### config.mk
export PLATFORM = sky130hd
export DESIGN_NAME = pipeline_regs
export DESIGN_NICKNAME = d
export VERILOG_FILES = /design/src/rtl/pipeline_regs.sv
export SDC_FILE = /design/constraint.sdc
export NUM_CORES = 1
export LEC_CHECK = 0
export BUFFER_PORTS_ARGS = -buffer_cell sky130_fd_sc_hd__clkbuf_2
export CAP_MARGIN = 10
export CORE_AREA = 8 8 144 146
export CTS_BUF_LIST = sky130_fd_sc_hd__clkbuf_8
export CTS_CLUSTER_DIAMETER = 150
export DETAILED_ROUTE_END_ITERATION = 16
export DIE_AREA = 0 0 152 154
export PLACE_DENSITY = 0.61
export SLEW_MARGIN = 20
export SYNTH_ARGS = -nofsm -noshare
export SYNTH_HDL_FRONTEND = slang
export SYNTH_SLANG_ARGS = --single-unit
export TNS_END_PERCENT = 1
### constraint.sdc
create_clock -name clock -period 4.8 [get_ports clock]
set_input_delay 0.24 -clock clock [delete_from_list [all_inputs] [get_ports clock]]
set_output_delay 0.24 -clock clock [all_outputs]
set_load 0.03 [all_outputs]
### src/rtl/pipeline_regs.sv
// pipeline_regs
// In-order pipeline register chain carrying a WIDTH-bit payload and a valid
// bit through STAGES registers (stage 0 = FD ... stage STAGES-1 = MW).
// Supports hold-and-bubble stalls, front-end flush on a resolved branch, and
// a built-in periodic stall generator. Flush outranks stall, stall outranks
// normal advance.

module pipeline_regs #(
    parameter int WIDTH        = 32,
    parameter int STAGES       = 4,
    parameter int HOLD_STAGES  = 1,
    parameter int FLUSH_STAGES = 2,
    parameter int STALL_PERIOD = 5,
    localparam int CNT_W       = (STALL_PERIOD > 1) ? $clog2(STALL_PERIOD) : 1
) (
    input  logic                      clock,
    input  logic                      reset,
    input  logic                      in_valid,
    input  logic [WIDTH-1:0]          in_data,
    input  logic                      stall_req,
    input  logic                      flush,
    input  logic                      auto_stall_en,
    output logic                      fetch_stall,
    output logic [STAGES-1:0]         stage_valid,
    output logic [STAGES*WIDTH-1:0]   stage_data,
    output logic                      out_valid,
    output logic [WIDTH-1:0]          out_data,
    output logic [CNT_W-1:0]          auto_count
);

    // Parameter sanity: a misconfigured chain is caught at elaboration.
    generate
        if (WIDTH < 1) begin : g_bad_width
            $error("pipeline_regs: WIDTH must be >= 1");
        end
        if (STAGES < 2) begin : g_bad_stages
            $error("pipeline_regs: STAGES must be >= 2");
        end
        if ((HOLD_STAGES < 1) || (HOLD_STAGES > STAGES - 1)) begin : g_bad_hold
            $error("pipeline_regs: HOLD_STAGES must be in 1..STAGES-1");
        end
        if ((FLUSH_STAGES < 1) || (FLUSH_STAGES > STAGES)) begin : g_bad_flush
            $error("pipeline_regs: FLUSH_STAGES must be in 1..STAGES");
        end
        if (STALL_PERIOD < 2) begin : g_bad_period
            $error("pipeline_regs: STALL_PERIOD must be >= 2");
        end
    endgenerate

    localparam logic [CNT_W-1:0] CNT_LAST = CNT_W'(STALL_PERIOD - 1);

    logic [CNT_W-1:0]             count_q;
    logic                         auto_stall;
    logic                         stall;
    logic [STAGES-1:0]            valid_q;
    logic [STAGES-1:0]            valid_d;
    logic [STAGES-1:0][WIDTH-1:0] data_q;
    logic [STAGES-1:0][WIDTH-1:0] data_d;

    // Periodic stall counter: runs 0..STALL_PERIOD-1 while enabled, parks at 0 otherwise.
    always_ff @(posedge clock) begin
        if (reset) begin
            count_q <= '0;
        end else if (!auto_stall_en) begin
            count_q <= '0;
        end else if (count_q == CNT_LAST) begin
            count_q <= '0;
        end else begin
            count_q <= count_q + 1'b1;
        end
    end

    // Stall sources combine by OR; fetch is never held on a flush or during reset.
    always_comb begin
        auto_stall  = auto_stall_en & (count_q != '0);
        stall       = stall_req | auto_stall;
        fetch_stall = stall & ~flush & ~reset;
    end

    // Next-state of every stage: flush beats stall, stall beats advance.
    always_comb begin
        valid_d = valid_q;
        data_d  = data_q;
        if (flush) begin
            valid_d[0] = 1'b0;
            for (int k = 1; k < STAGES; k++) begin
                if (k < FLUSH_STAGES) begin
                    valid_d[k] = 1'b0;
                end else begin
                    valid_d[k] = valid_q[k-1];
                    data_d[k]  = data_q[k-1];
                end
            end
        end else if (stall) begin
            for (int k = 1; k < STAGES; k++) begin
                if (k == HOLD_STAGES) begin
                    valid_d[k] = 1'b0;
                end else if (k > HOLD_STAGES) begin
                    valid_d[k] = valid_q[k-1];
                    data_d[k]  = data_q[k-1];
                end
            end
        end else begin
            valid_d[0] = in_valid;
            data_d[0]  = in_data;
            for (int k = 1; k < STAGES; k++) begin
                valid_d[k] = valid_q[k-1];
                data_d[k]  = data_q[k-1];
            end
        end
    end

    // Stage registers; reset clears both valid and payload so nothing stale leaks out.
    always_ff @(posedge clock) begin
        if (reset) begin
            valid_q <= '0;
            data_q  <= '0;
        end else begin
            valid_q <= valid_d;
            data_q  <= data_d;
        end
    end

    // Expose the stage registers and the writeback end of the chain.
    always_comb begin
        stage_valid = valid_q;
        stage_data  = data_q;
        out_valid   = valid_q[STAGES-1];
        out_data    = data_q[STAGES-1];
        auto_count  = count_q;
    end

endmodule
==> metrics.json, run 1 <==
{
  "sta": {
    "timing_worst_slew_pin_value_ns": 0.895,
    "final_max_slew_viol_count": 0,
    "clock_skew_ns": 0.0164,
    "clock.fmax_ghz": 0.426,
    "post-route-worst-setup-slack_ns": 2.45,
    "min_period_over_period_pct": 48.9,
    "hold_viol": 0,
    "fin_hold_ws_ns": 0.0503,
    "grt_setup_unrepaired": "false",
    "slew_headroom_pct": 40.2,
    "timing.setup.tns_ns": 0,
    "setup_viol": 0,
    "fin_crit_ns": 2.35
  },
  "global_route": {
    "grt_first_pass_wirelength_mm": 20.0,
    "antenna_found_initial": 0,
    "grt_overflow": 0,
    "track_usage_pct": 10.8,
    "grt_start_max_net_pins": 72,
    "grt_pass1_vias": 3626
  },
  "power_and_ir_drop": {
    "totalPowerFinal_mw": 2.60,
    "pwr_density_cell_mw_per_mm2": 411,
    "irDropWorstVdd_v": 0.000145,
    "power.leakage_nw": 2.90
  },
  "cts": {
    "cts_inserted_buffers": 17,
    "clock_sinks": 135,
    "clock_insertion_delay_worst_skew_ns": 0.44,
    "clockBufferDepth": 2,
    "tritoncts": "done",
    "cts-htree-levels": 4,
    "postCtsSetupBuffers": 0,
    "root_buffer": "clkbuf_8",
    "cts.reportedPaths.clkPinSlew_ns": 0.08
  },
  "routing": {
    "postRouteWirelength_mm": 12.3,
    "routedWlPerCell_um": 14.6,
    "detailroute.via_count": 3384,
    "detail_route.vias_per_cell": 4.01,
    "drt_drc_violations_left": 0,
    "drt_pre_antenna_iters": 4,
    "first_iter_violations": 107,
    "number_of_routed_nets_with_antenna_violations": 0
  },
  "synth": {
    "yosys-mux-area-fraction_pct": 7.21,
    "synth-compound-area-share_pct": 8.44,
    "synthesized_netlist_net_count": 448,
    "synth_area_per_cell_um2": 11.6,
    "yosys.area_share.xor_xnor_pct": 0,
    "synth.cell_area_mm2": 0.00472,
    "ys_top_cells_by_area": "dfxtp_1, nor2b_1, nand2b_1, mux2i_1, o22a_2",
    "synthesis.instances": 408,
    "yosysMostFrequentCell": "dfxtp_1",
    "synth_seq_cells": 135,
    "proportion_of_netlist_area_held_by_the_largest_area_contributor_pct": 57.3,
    "synth_flop_cell": "dfxtp_1",
    "synth_top_family_by_area": "simple AND/OR/NAND/NOR gates",
    "synth_async_sr_flop_share_pct": 0,
    "post_synth_fa_ha_maj_area_fraction_pct": 0.531,
    "yosys.area.top_type": "dfxtp_1",
    "ys.warnings.count": 0,
    "synth_commonest_cells": "dfxtp_1, nor2b_1, nand2b_1",
    "synth-simple-area-share_pct": 18.2,
    "synth_cell_type_count": 23,
    "synth.yosys.seq_area_share_pct": 57.3,
    "synth-edff-count": 0
  },
  "finish": {
    "diode_insertion_count_for_antenna_repair": 0,
    "post-route-util_pct": 34.3,
    "layout_cells_sized_above_1_pct": 45.1,
    "final_design_area_no_fill_mm2": 0.00633,
    "final_cell_count_no_fill": 844,
    "flow.area_growth_from_synthesis_pct": 34.3,
    "filler_cell_count": 1866,
    "nNetsFinal": 638
  },
  "run_status": {
    "run_status": "complete, no violations"
  },
  "run": {
    "maxCapViolCount": 0
  },
  "worst_setup_path": {
    "timing.critical_path.to_type": "flop",
    "data_arrival_at_the_endpoint_of_the_critical_path_ns": 2.72,
    "worst-path-max-fanout": 20,
    "critPathKind": "flop to flop",
    "worst_ep_required_time_ns": 5.17,
    "setup.worst_path.start_class": "flop"
  },
  "place": {
    "dpl.hpwl_mm": 8.98,
    "placed_cells_incl_taps": 794,
    "gp_routability_congestion": 0.691,
    "dpl_worst_slack_ns": 2.37,
    "post_detailed_placement_cell_area_mm2": 0.00569,
    "buffer_ports.inserted": 206
  },
  "floorplan": {
    "die_y_um": 154,
    "core_mm2": 0.0185,
    "floorplan.io_pins": 207,
    "initial_core_util_pct": 25.6,
    "chipWidth_um": 152,
    "design.die.area_mm2": 0.0234,
    "placement_rows": 50
  },
  "worst_hold_path": {
    "holdCritPathClass": "input pin to flop"
  }
}
[where the power goes]
group / internal (mW) / total [mW] / switching (mW)
registers: 1.17 / 1.21 / 0.0317
logic: 0.116 / 0.333 / 0.217
clock network: 0.622 / 1.06 / 0.443
[worst max-delay path, cell delays in order, from the launching register on]
cell	delay, ns
dfxtp_1	0.34
inv_1	0.06
ha_1	0.25
nand2b_4	0.11
a211oi_4	0.78
buf_4	0.50
mux2i_1	0.23
[cell type report]
type / count / area [um2] / share of cell area, %
flip-flops and latches: 135 / 2700 / 42.7
multi-input cells: 212 / 1620 / 25.6
repair buffers: 228 / 1250 / 19.7
well taps: 234 / 293 / 4.62
clock buffers: 21 / 289 / 4.56
clock inverters: 10 / 165 / 2.61
inverters: 4 / 15.0 / 0.237
[path summary, 6_finish.rpt]
check | startpoint | endpoint | slack (ns) | cells after the start
setup / recovery | auto_count[0]$_SDFF_PP0_ | stage_data[18]$_SDFFE_PP0P_ | 2.45 | 6
hold / removal | in_data[19] | stage_data[19]$_SDFFE_PP0P_ | 0.05 | 3
setup reg to reg | auto_count[0]$_SDFF_PP0_ | stage_data[18]$_SDFFE_PP0P_ | 2.45 | 6
hold reg to reg | stage_data[89]$_SDFF_PP0_ | out_data[25]$_SDFF_PP0_ | 0.46 | 1
[cells by family after synthesis]
logic type | count (synthesis)
simple gates | 138
flops | 135
buf+inv | 61
compound gates | 38
mux | 34
fa+ha+maj | 2
[flip-flops by register name, indices dropped and copies added (netlist names)]
register     flops
out_data        32
stage_valid      4
auto_count       3
stage_data      96
[timing repair]
| action | 4_1_cts | 5_1_grt |
|---|---|---|
| hold buffers | 18 | 0 |
| gates resized for setup | 0 | 0 |
| setup endpoints to repair | 0 | 0 |
| endpoints found under the hold margin | 18 | 0 |
[routing by layer]
layer,GRT usage [%],vias to the layer above,routed length (um)
li1,-,1682,-
met1,12.5,1556,5440
met2,17.0,131,5710
met3,5.49,15,1040
met4,3.86,0,136
met5,0,-,0
[cell usage in the layout, fill, tap and decap left out]
cell	count
clkbuf_2	205
dfxtp_1	135
nor2b_1	66
nand2b_1	64
mux2i_1	34
o22a_2	30
clkbuf_8	21
dlygate4sd3_1	18
inv_1	4
bufinv_16	4
buf_4	4
clkinvlp_4	3
nor3_1	2
o22a_1	2
a2111oi_0	2
nor2_1	2
nand2_1	2
ha_1	2
inv_6	2
nand2b_4	1
a21oi_1	1
a211oi_4	1
a211o_2	1
a2111oi_4	1
and2_1	1
clkinv_2	1
buf_6	1
Note: power is estimated with default switching activity, not from simulation.
==> run 2, diff against run 1 <==
==> constraint.sdc (replaced) <==
create_clock -name clock -period 2.19 [get_ports clock]
set_input_delay 0.1095 -clock clock [delete_from_list [all_inputs] [get_ports clock]]
set_output_delay 0.1095 -clock clock [all_outputs]
set_load 0.03 [all_outputs]
==> run 2 against run 1 <==
Effect of this change: sequential share of layout area fell by 0.54 points; setup slack worse by 2.1 ns; register-to-register slack got worse by 2.1 ns; routed wire length decreased by 0.88%; global-route usage shrank 0.36 points; cell area increased by 1.3%; critical endpoint is now fetch_stall.
==> metrics.json, run 2 (same netlist as run 1, synthesis figures left out) <==
{
  "sta": {
    "setup_viol": {"value": 0, "change": "unchanged"},
    "clock_skew": {"value": 0.0122, "unit": "ns", "change": "-0.00417 ns"},
    "slew_headroom": {"value": 54.9, "unit": "%", "change": "+15 points"},
    "grt_setup_unrepaired": "false",
    "min_period_over_period_pct": 85.1,
    "timing_worst_slew_pin_value": {"value": 0.677, "unit": "ns", "change": "-0.218 ns"},
    "final_max_slew_viol_count": {"value": 0, "change": "unchanged"},
    "clock.fmax_ghz": 0.536,
    "timing.setup.tns": {"value": 0, "unit": "ns", "change": "unchanged"},
    "hold_viol": {"value": 0, "change": "unchanged"},
    "fin_crit_ns": 1.86
  },
  "run": {
    "maxCapViolCount": {"value": 0, "change": "unchanged"}
  },
  "floorplan": {
    "die_y": {"value": 154, "unit": "um", "change": "unchanged"},
    "floorplan.io_pins": {"value": 207, "change": "unchanged"},
    "chipWidth": {"value": 152, "unit": "um", "change": "unchanged"},
    "initial_core_util": {"value": 25.6, "unit": "%", "change": "unchanged"},
    "placement_rows": {"value": 50, "change": "unchanged"},
    "core": {"value": 0.0185, "unit": "mm2", "change": "unchanged"},
    "design.die.area": {"value": 0.0234, "unit": "mm2", "change": "unchanged"}
  },
  "finish": {
    "flow.area_growth_from_synthesis_pct": 36.0,
    "diode_insertion_count_for_antenna_repair": {"value": 0, "change": "unchanged"},
    "flip_flop_count_of_the_largest_register_all_copies_and_words_added": {"value": 96, "change": "unchanged"},
    "nNetsFinal": {"value": 655, "change": "+2.7%"},
    "layout_cells_sized_above_1": {"value": 43.5, "unit": "%", "change": "-1.5 points"},
    "most_common_cell_after_layout_fill_and_taps_aside": "clkbuf_2",
    "most-common-layout-cells": "clkbuf_2, dfxtp_1, nor2b_1",
    "final_cell_count_no_fill": {"value": 861, "change": "+2.0%"}
  },
  "worst_setup_path": {
    "setup.worst_path.start_class": "flop",
    "worst_ep_required_time": {"value": 2.08, "unit": "ns", "change": "-3.09 ns"},
    "reg2reg_setup_slack": {"value": 0.37, "unit": "ns", "change": "-2.08 ns"},
    "worst-path-max-fanout": {"value": 4, "change": "-80%"},
    "critPathKind": "flop to primary output",
    "timing.critical_path.to_type": "primary output",
    "data_arrival_at_the_endpoint_of_the_critical_path": {"value": 1.75, "unit": "ns", "change": "-0.97 ns"}
  },
  "cts": {
    "postCtsSetupBuffers": {"value": 0, "change": "unchanged"},
    "clock_insertion_delay_worst_skew": {"value": 0.43, "unit": "ns", "change": "about the same"},
    "post_cts_resize_count": {"value": 0, "change": "unchanged"},
    "cts-htree-levels": {"value": 4, "change": "unchanged"},
    "cts_inserted_buffers": {"value": 17, "change": "unchanged"},
    "cts_hold_buf": {"value": 33, "change": "+15"},
    "cts.reportedPaths.clkPinSlew": {"value": 0.07, "unit": "ns", "change": "about the same"},
    "clock_sinks": {"value": 135, "change": "unchanged"},
    "root_buffer": "clkbuf_8",
    "clockBufferDepth": {"value": 2, "change": "unchanged"},
    "tritoncts": "done"
  },
  "routing": {
    "postRouteWirelength": {"value": 12.2, "unit": "mm", "change": "-0.88%"},
    "detail_route.vias_per_cell": {"value": 3.95, "change": "-1.6%"},
    "number_of_routed_nets_with_antenna_violations": {"value": 0, "change": "unchanged"},
    "drt_pre_antenna_iters": {"value": 4, "change": "unchanged"},
    "detailroute.via_count": {"value": 3397, "change": "+0.38%"},
    "drt_drc_violations_left": {"value": 0, "change": "unchanged"},
    "first_iter_violations": {"value": 125, "change": "+17%"},
    "routedWlPerCell": {"value": 14.2, "unit": "um", "change": "-2.8%"}
  },
  "power_and_ir_drop": {
    "power.leakage": {"value": 2.95, "unit": "nW", "change": "+1.6%"},
    "irDropWorstVdd": {"value": 0.000292, "unit": "V", "change": "+100%"},
    "pwr_density_cell": {"value": 824, "unit": "mW/mm2", "change": "+100%"}
  },
  "global_route": {
    "grt_start_max_net_pins": {"value": 69, "change": "-4.2%"},
    "grt_first_pass_wirelength": {"value": 19.5, "unit": "mm", "change": "-2.5%"},
    "track_usage": {"value": 10.5, "unit": "%", "change": "-0.36 points"},
    "grt_pass1_vias": {"value": 3623, "change": "-0.083%"},
    "antenna_found_initial": {"value": 0, "change": "unchanged"},
    "grt_overflow": {"value": 0, "change": "unchanged"}
  },
  "place": {
    "dpl.hpwl": {"value": 8.98, "unit": "mm", "change": "about the same"},
    "gp_routability_congestion": {"value": 0.699, "change": "+1.1%"},
    "placed_cells_incl_taps": {"value": 797, "change": "+0.38%"},
    "buffer_ports.inserted": {"value": 206, "change": "unchanged"}
  },
  "worst_hold_path": {
    "holdCritPathClass": "input pin to flop"
  },
  "run_status": {
    "run_status": "complete, no violations"
  }
}
==> run 2: area by class of cell <==
type	instances	area, um2
clock buffers	20	275
clock inverters	11	86.3
fillers	1888	12000
inverters	4	15.0
multi-input cells	212	1620
flip-flops and latches	135	2700
well taps	234	293
repair buffers	245	1420
==> run 2: final timing paths <==
| path | from | end | cells past startpoint |
|---|---|---|---|
| worst max-delay path | auto_count[0]$_SDFF_PP0_ | fetch_stall | 6 |
| worst min-delay path | auto_stall_en | auto_count[2]$_SDFF_PP0_ | 3 |
| worst max register to register | auto_count[0]$_SDFF_PP0_ | stage_data[36]$_SDFFE_PP0P_ | 5 |
| worst min register to register | stage_data[73]$_SDFF_PP0_ | out_data[9]$_SDFF_PP0_ | 1 |
==> run 2: critical path: stages (launching register included) <==
cell,delay [ns]
dfxtp_1,0.37
inv_1,0.06
ha_1,0.26
nand2b_4,0.14
a21oi_1,0.11
nor3_1,0.14
clkbuf_2,0.24
==> run 2: where the power goes <==
| group | internal, mW | switching, mW |
|---|---|---|
| clock | 0.962 | 0.924 |
| sequential | 2.57 | 0.0701 |
| combinational | 0.274 | 0.479 |
==> run 2: layer usage <==
metal	part of all wire [%]	wire length, um	global-route usage [%]
met5	0	0	0
met4	0.62	76	3.76
met3	7.6	927	5.16
met2	48	5900	17.5
met1	43	5320	11.3
==> run 2: per-stage QoR <==
step	util [%]	worst slack (ns)	hold slack (ns)	area (um2)	total power, mW
finish	34.8	0.326	0.0491	6410	5.28
detailed placement	31.0	0.352	0.347	5720	3.42
floorplan	-	0.350	0.252	4720	3.20
CTS	34.8	0.261	0.00119	6410	5.40
global route	34.8	0.193	0.0245	6410	5.54
global placement	31.0	0.407	0.346	5720	3.42
==> run 3, diff against run 2 <==
==> constraint.sdc (replaced) <==
create_clock -name clock -period 2.4 [get_ports clock]
set_input_delay 0.12 -clock clock [delete_from_list [all_inputs] [get_ports clock]]
set_output_delay 0.12 -clock clock [all_outputs]
set_load 0.03 [all_outputs]
==> run 3 against run 2 <==
Effect of this change: power fell by 6.7%; die area did not move; routed wire length rose by 0.96%; first-iteration DRC count fell by 19%; largest power group unchanged; sequential share of layout area fell by 0.15 points; global-route usage rose by 0.16 points; count of clock-buffer cells in the layout fell by 2; setup slack improved by 0.19 ns; hold slack improved by 0.0095 ns; critical endpoint unchanged; critical path depth did not move; utilization rose by 0.12 points; largest cell class unchanged.
==> metrics.json, run 3 (same netlist as run 1, synthesis figures left out) <==
{
  "cts": {
    "cts-htree-levels": {"value": 4, "change": "unchanged"},
    "cts.reportedPaths.clkPinSlew": {"value": 0.07, "unit": "ns", "change": "about the same"},
    "cts_inserted_buffers": {"value": 17, "change": "unchanged"},
    "tritoncts": "done",
    "clockBufferDepth": {"value": 2, "change": "unchanged"},
    "postCtsSetupBuffers": {"value": 0, "change": "unchanged"},
    "root_buffer": "clkbuf_8",
    "clock_insertion_delay_worst_skew": {"value": 0.43, "unit": "ns", "change": "about the same"},
    "clock_sinks": {"value": 135, "change": "unchanged"}
  },
  "finish": {
    "final-seq-area": {"value": 0.00270, "unit": "mm2", "change": "unchanged"},
    "area_of_combinational_cells_with_multiple_inputs": {"value": 0.00162, "unit": "mm2", "change": "unchanged"},
    "most_common_cell_after_layout_fill_and_taps_aside": "clkbuf_2",
    "diode_insertion_count_for_antenna_repair": {"value": 0, "change": "unchanged"},
    "flip_flop_count_of_the_largest_register_all_copies_and_words_added": {"value": 96, "change": "unchanged"},
    "flow.area_growth_from_synthesis_pct": 36.5,
    "filler_cell_count": {"value": 1853, "change": "-1.9%"},
    "layout_cells_sized_above_1": {"value": 43.9, "unit": "%", "change": "+0.41 points"},
    "most-common-layout-cells": "clkbuf_2, dfxtp_1, nor2b_1",
    "nNetsFinal": {"value": 655, "change": "unchanged"}
  },
  "place": {
    "dpl_worst_slack": {"value": 0.574, "unit": "ns", "change": "+0.221 ns"},
    "gp_routability_congestion": {"value": 0.699, "change": "about the same"},
    "dpl.hpwl": {"value": 8.89, "unit": "mm", "change": "-1.0%"},
    "buffer_ports.inserted": {"value": 206, "change": "unchanged"}
  },
  "worst_setup_path": {
    "crit_reg_reg_startpoint": "auto_count[0]$_SDFF_PP0_",
    "reg2reg_setup_slack": {"value": 0.59, "unit": "ns", "change": "+0.22 ns"},
    "endpoint_of_the_most_critical_register_to_register_path": "stage_data[55]$_SDFFE_PP0P_",
    "data_arrival_at_the_endpoint_of_the_critical_path": {"value": 1.76, "unit": "ns", "change": "about the same"},
    "timing.critical_path.from": "auto_count[0]$_SDFF_PP0_",
    "worst_ep_required_time": {"value": 2.28, "unit": "ns", "change": "+0.20 ns"},
    "ff2ff_path_depth": {"value": 5, "change": "unchanged"},
    "crit_path_end": "fetch_stall",
    "setup.worst_path.start_class": "flop",
    "critPathKind": "flop to primary output",
    "timing.critical_path.to_type": "primary output",
    "worst-path-max-fanout": {"value": 4, "change": "unchanged"}
  },
  "floorplan": {
    "placement_rows": {"value": 50, "change": "unchanged"},
    "floorplan.io_pins": {"value": 207, "change": "unchanged"},
    "core": {"value": 0.0185, "unit": "mm2", "change": "unchanged"},
    "design.die.area": {"value": 0.0234, "unit": "mm2", "change": "unchanged"},
    "chipWidth": {"value": 152, "unit": "um", "change": "unchanged"},
    "die_y": {"value": 154, "unit": "um", "change": "unchanged"},
    "initial_core_util": {"value": 25.6, "unit": "%", "change": "unchanged"}
  },
  "global_route": {
    "track_usage": {"value": 10.6, "unit": "%", "change": "+0.16 points"},
    "grt_overflow": {"value": 0, "change": "unchanged"},
    "grt_pass1_vias": {"value": 3692, "change": "+1.9%"},
    "grt_start_max_net_pins": {"value": 69, "change": "unchanged"},
    "antenna_found_initial": {"value": 0, "change": "unchanged"},
    "grt_first_pass_wirelength": {"value": 19.8, "unit": "mm", "change": "+1.3%"}
  },
  "power_and_ir_drop": {
    "power.leakage": {"value": 2.95, "unit": "nW", "change": "+0.18%"},
    "pwr_density_cell": {"value": 766, "unit": "mW/mm2", "change": "-7.0%"},
    "totalPowerFinal": {"value": 4.93, "unit": "mW", "change": "-6.7%"},
    "irDropWorstVdd": {"value": 0.000293, "unit": "V", "change": "+0.37%"}
  },
  "routing": {
    "first_iter_violations": {"value": 101, "change": "-19%"},
    "detailroute.via_count": {"value": 3447, "change": "+1.5%"},
    "drt_pre_antenna_iters": {"value": 4, "change": "unchanged"},
    "drt_drc_violations_left": {"value": 0, "change": "unchanged"},
    "postRouteWirelength": {"value": 12.3, "unit": "mm", "change": "+0.96%"},
    "routedWlPerCell": {"value": 14.3, "unit": "um", "change": "+0.84%"},
    "number_of_routed_nets_with_antenna_violations": {"value": 0, "change": "unchanged"},
    "detail_route.vias_per_cell": {"value": 4.00, "change": "+1.4%"}
  },
  "sta": {
    "timing.setup.tns": {"value": 0, "unit": "ns", "change": "unchanged"},
    "grt_setup_unrepaired": "false",
    "setup_viol": {"value": 0, "change": "unchanged"},
    "fin_crit_ns": 1.88,
    "timing_worst_slew_pin_value": {"value": 0.669, "unit": "ns", "change": "-0.00748 ns"},
    "fin_hold_ws": {"value": 0.0586, "unit": "ns", "change": "+0.00954 ns"},
    "slew_headroom": {"value": 55.4, "unit": "%", "change": "+0.50 points"},
    "hold_viol": {"value": 0, "change": "unchanged"},
    "clock.fmax_ghz": 0.531,
    "clock_skew": {"value": 0.00978, "unit": "ns", "change": "-0.00241 ns"},
    "min_period_over_period_pct": 78.5,
    "final_max_slew_viol_count": {"value": 0, "change": "unchanged"},
    "post-route-worst-setup-slack": {"value": 0.515, "unit": "ns", "change": "+0.189 ns"}
  },
  "run": {
    "maxCapViolCount": {"value": 0, "change": "unchanged"}
  },
  "worst_hold_path": {
    "holdCritPathClass": "input pin to flop",
    "min_from": "auto_stall_en"
  },
  "run_status": {
    "run_status": "complete, no violations"
  }
}
run 3: changes by cell type in the layout (fill, tap and decap cells not counted):
cell,before,now
clkbuf_8,20,18
clkinv_2,2,4
clkinv_4,1,3
inv_1,8,6
bufinv_16,1,2
run 3: stage by stage:
step / cells / instance area [um2] / util (%)
after global routing: 862 / 6440 / 34.9
after CTS: 862 / 6440 / 34.9
after floorplan: 408 / 4720 / -
after global placement: 797 / 5720 / 31.0
final: 862 / 6440 / 34.9
after detailed placement: 797 / 5720 / 31.0
run 3: worst min-delay path by stage:
stage	to	slack (ns)	cells past startpoint
2_1_floorplan	stage_valid[0]$_SDFFE_PP0N_	0.26	2
3_3_place_gp	stage_valid[0]$_SDFFE_PP0N_	0.36	3
3_5_place_dp	stage_valid[0]$_SDFFE_PP0N_	0.36	3
4_1_cts	auto_count[2]$_SDFF_PP0_	0.02	3
5_1_grt	auto_count[2]$_SDFF_PP0_	0.04	3
6_report	auto_count[2]$_SDFF_PP0_	0.06	3
run 3: repair_timing:
action	in CTS	in global routing
hold buffers	33	0
resized for setup	0	0
hold endpoints to repair	33	0
endpoints found under the setup margin	0	0
run 3: report_power, final:
part	internal [mW]	total [mW]	switching, mW
registers	2.35	2.41	0.0637
clock network	0.939	1.83	0.891
logic	0.250	0.689	0.438
total	3.54	4.93	1.39
run 3: routing by layer:
metal  global-route usage (%)  part of all wire, %
met1                     11.7                   43
met2                     17.7                   48
met3                     5.44                  7.9
met4                     3.14                 0.97
met5                        0                    0
run 3: worst max-delay path: stages, from the launching register on:
cell	delay [ns]
dfxtp_1	0.39
inv_1	0.06
ha_1	0.26
nand2b_4	0.13
a21oi_1	0.11
nor3_1	0.15
clkbuf_2	0.24
run 3: layout make-up:
class | instances | area share (%)
flip-flops and latches | 135 | 42.0
multi-input cells | 212 | 25.2
repair buffers | 245 | 22.1
well taps | 234 | 4.55
clock buffers | 18 | 3.85
clock inverters | 14 | 2.12
inverters | 4 | 0.233
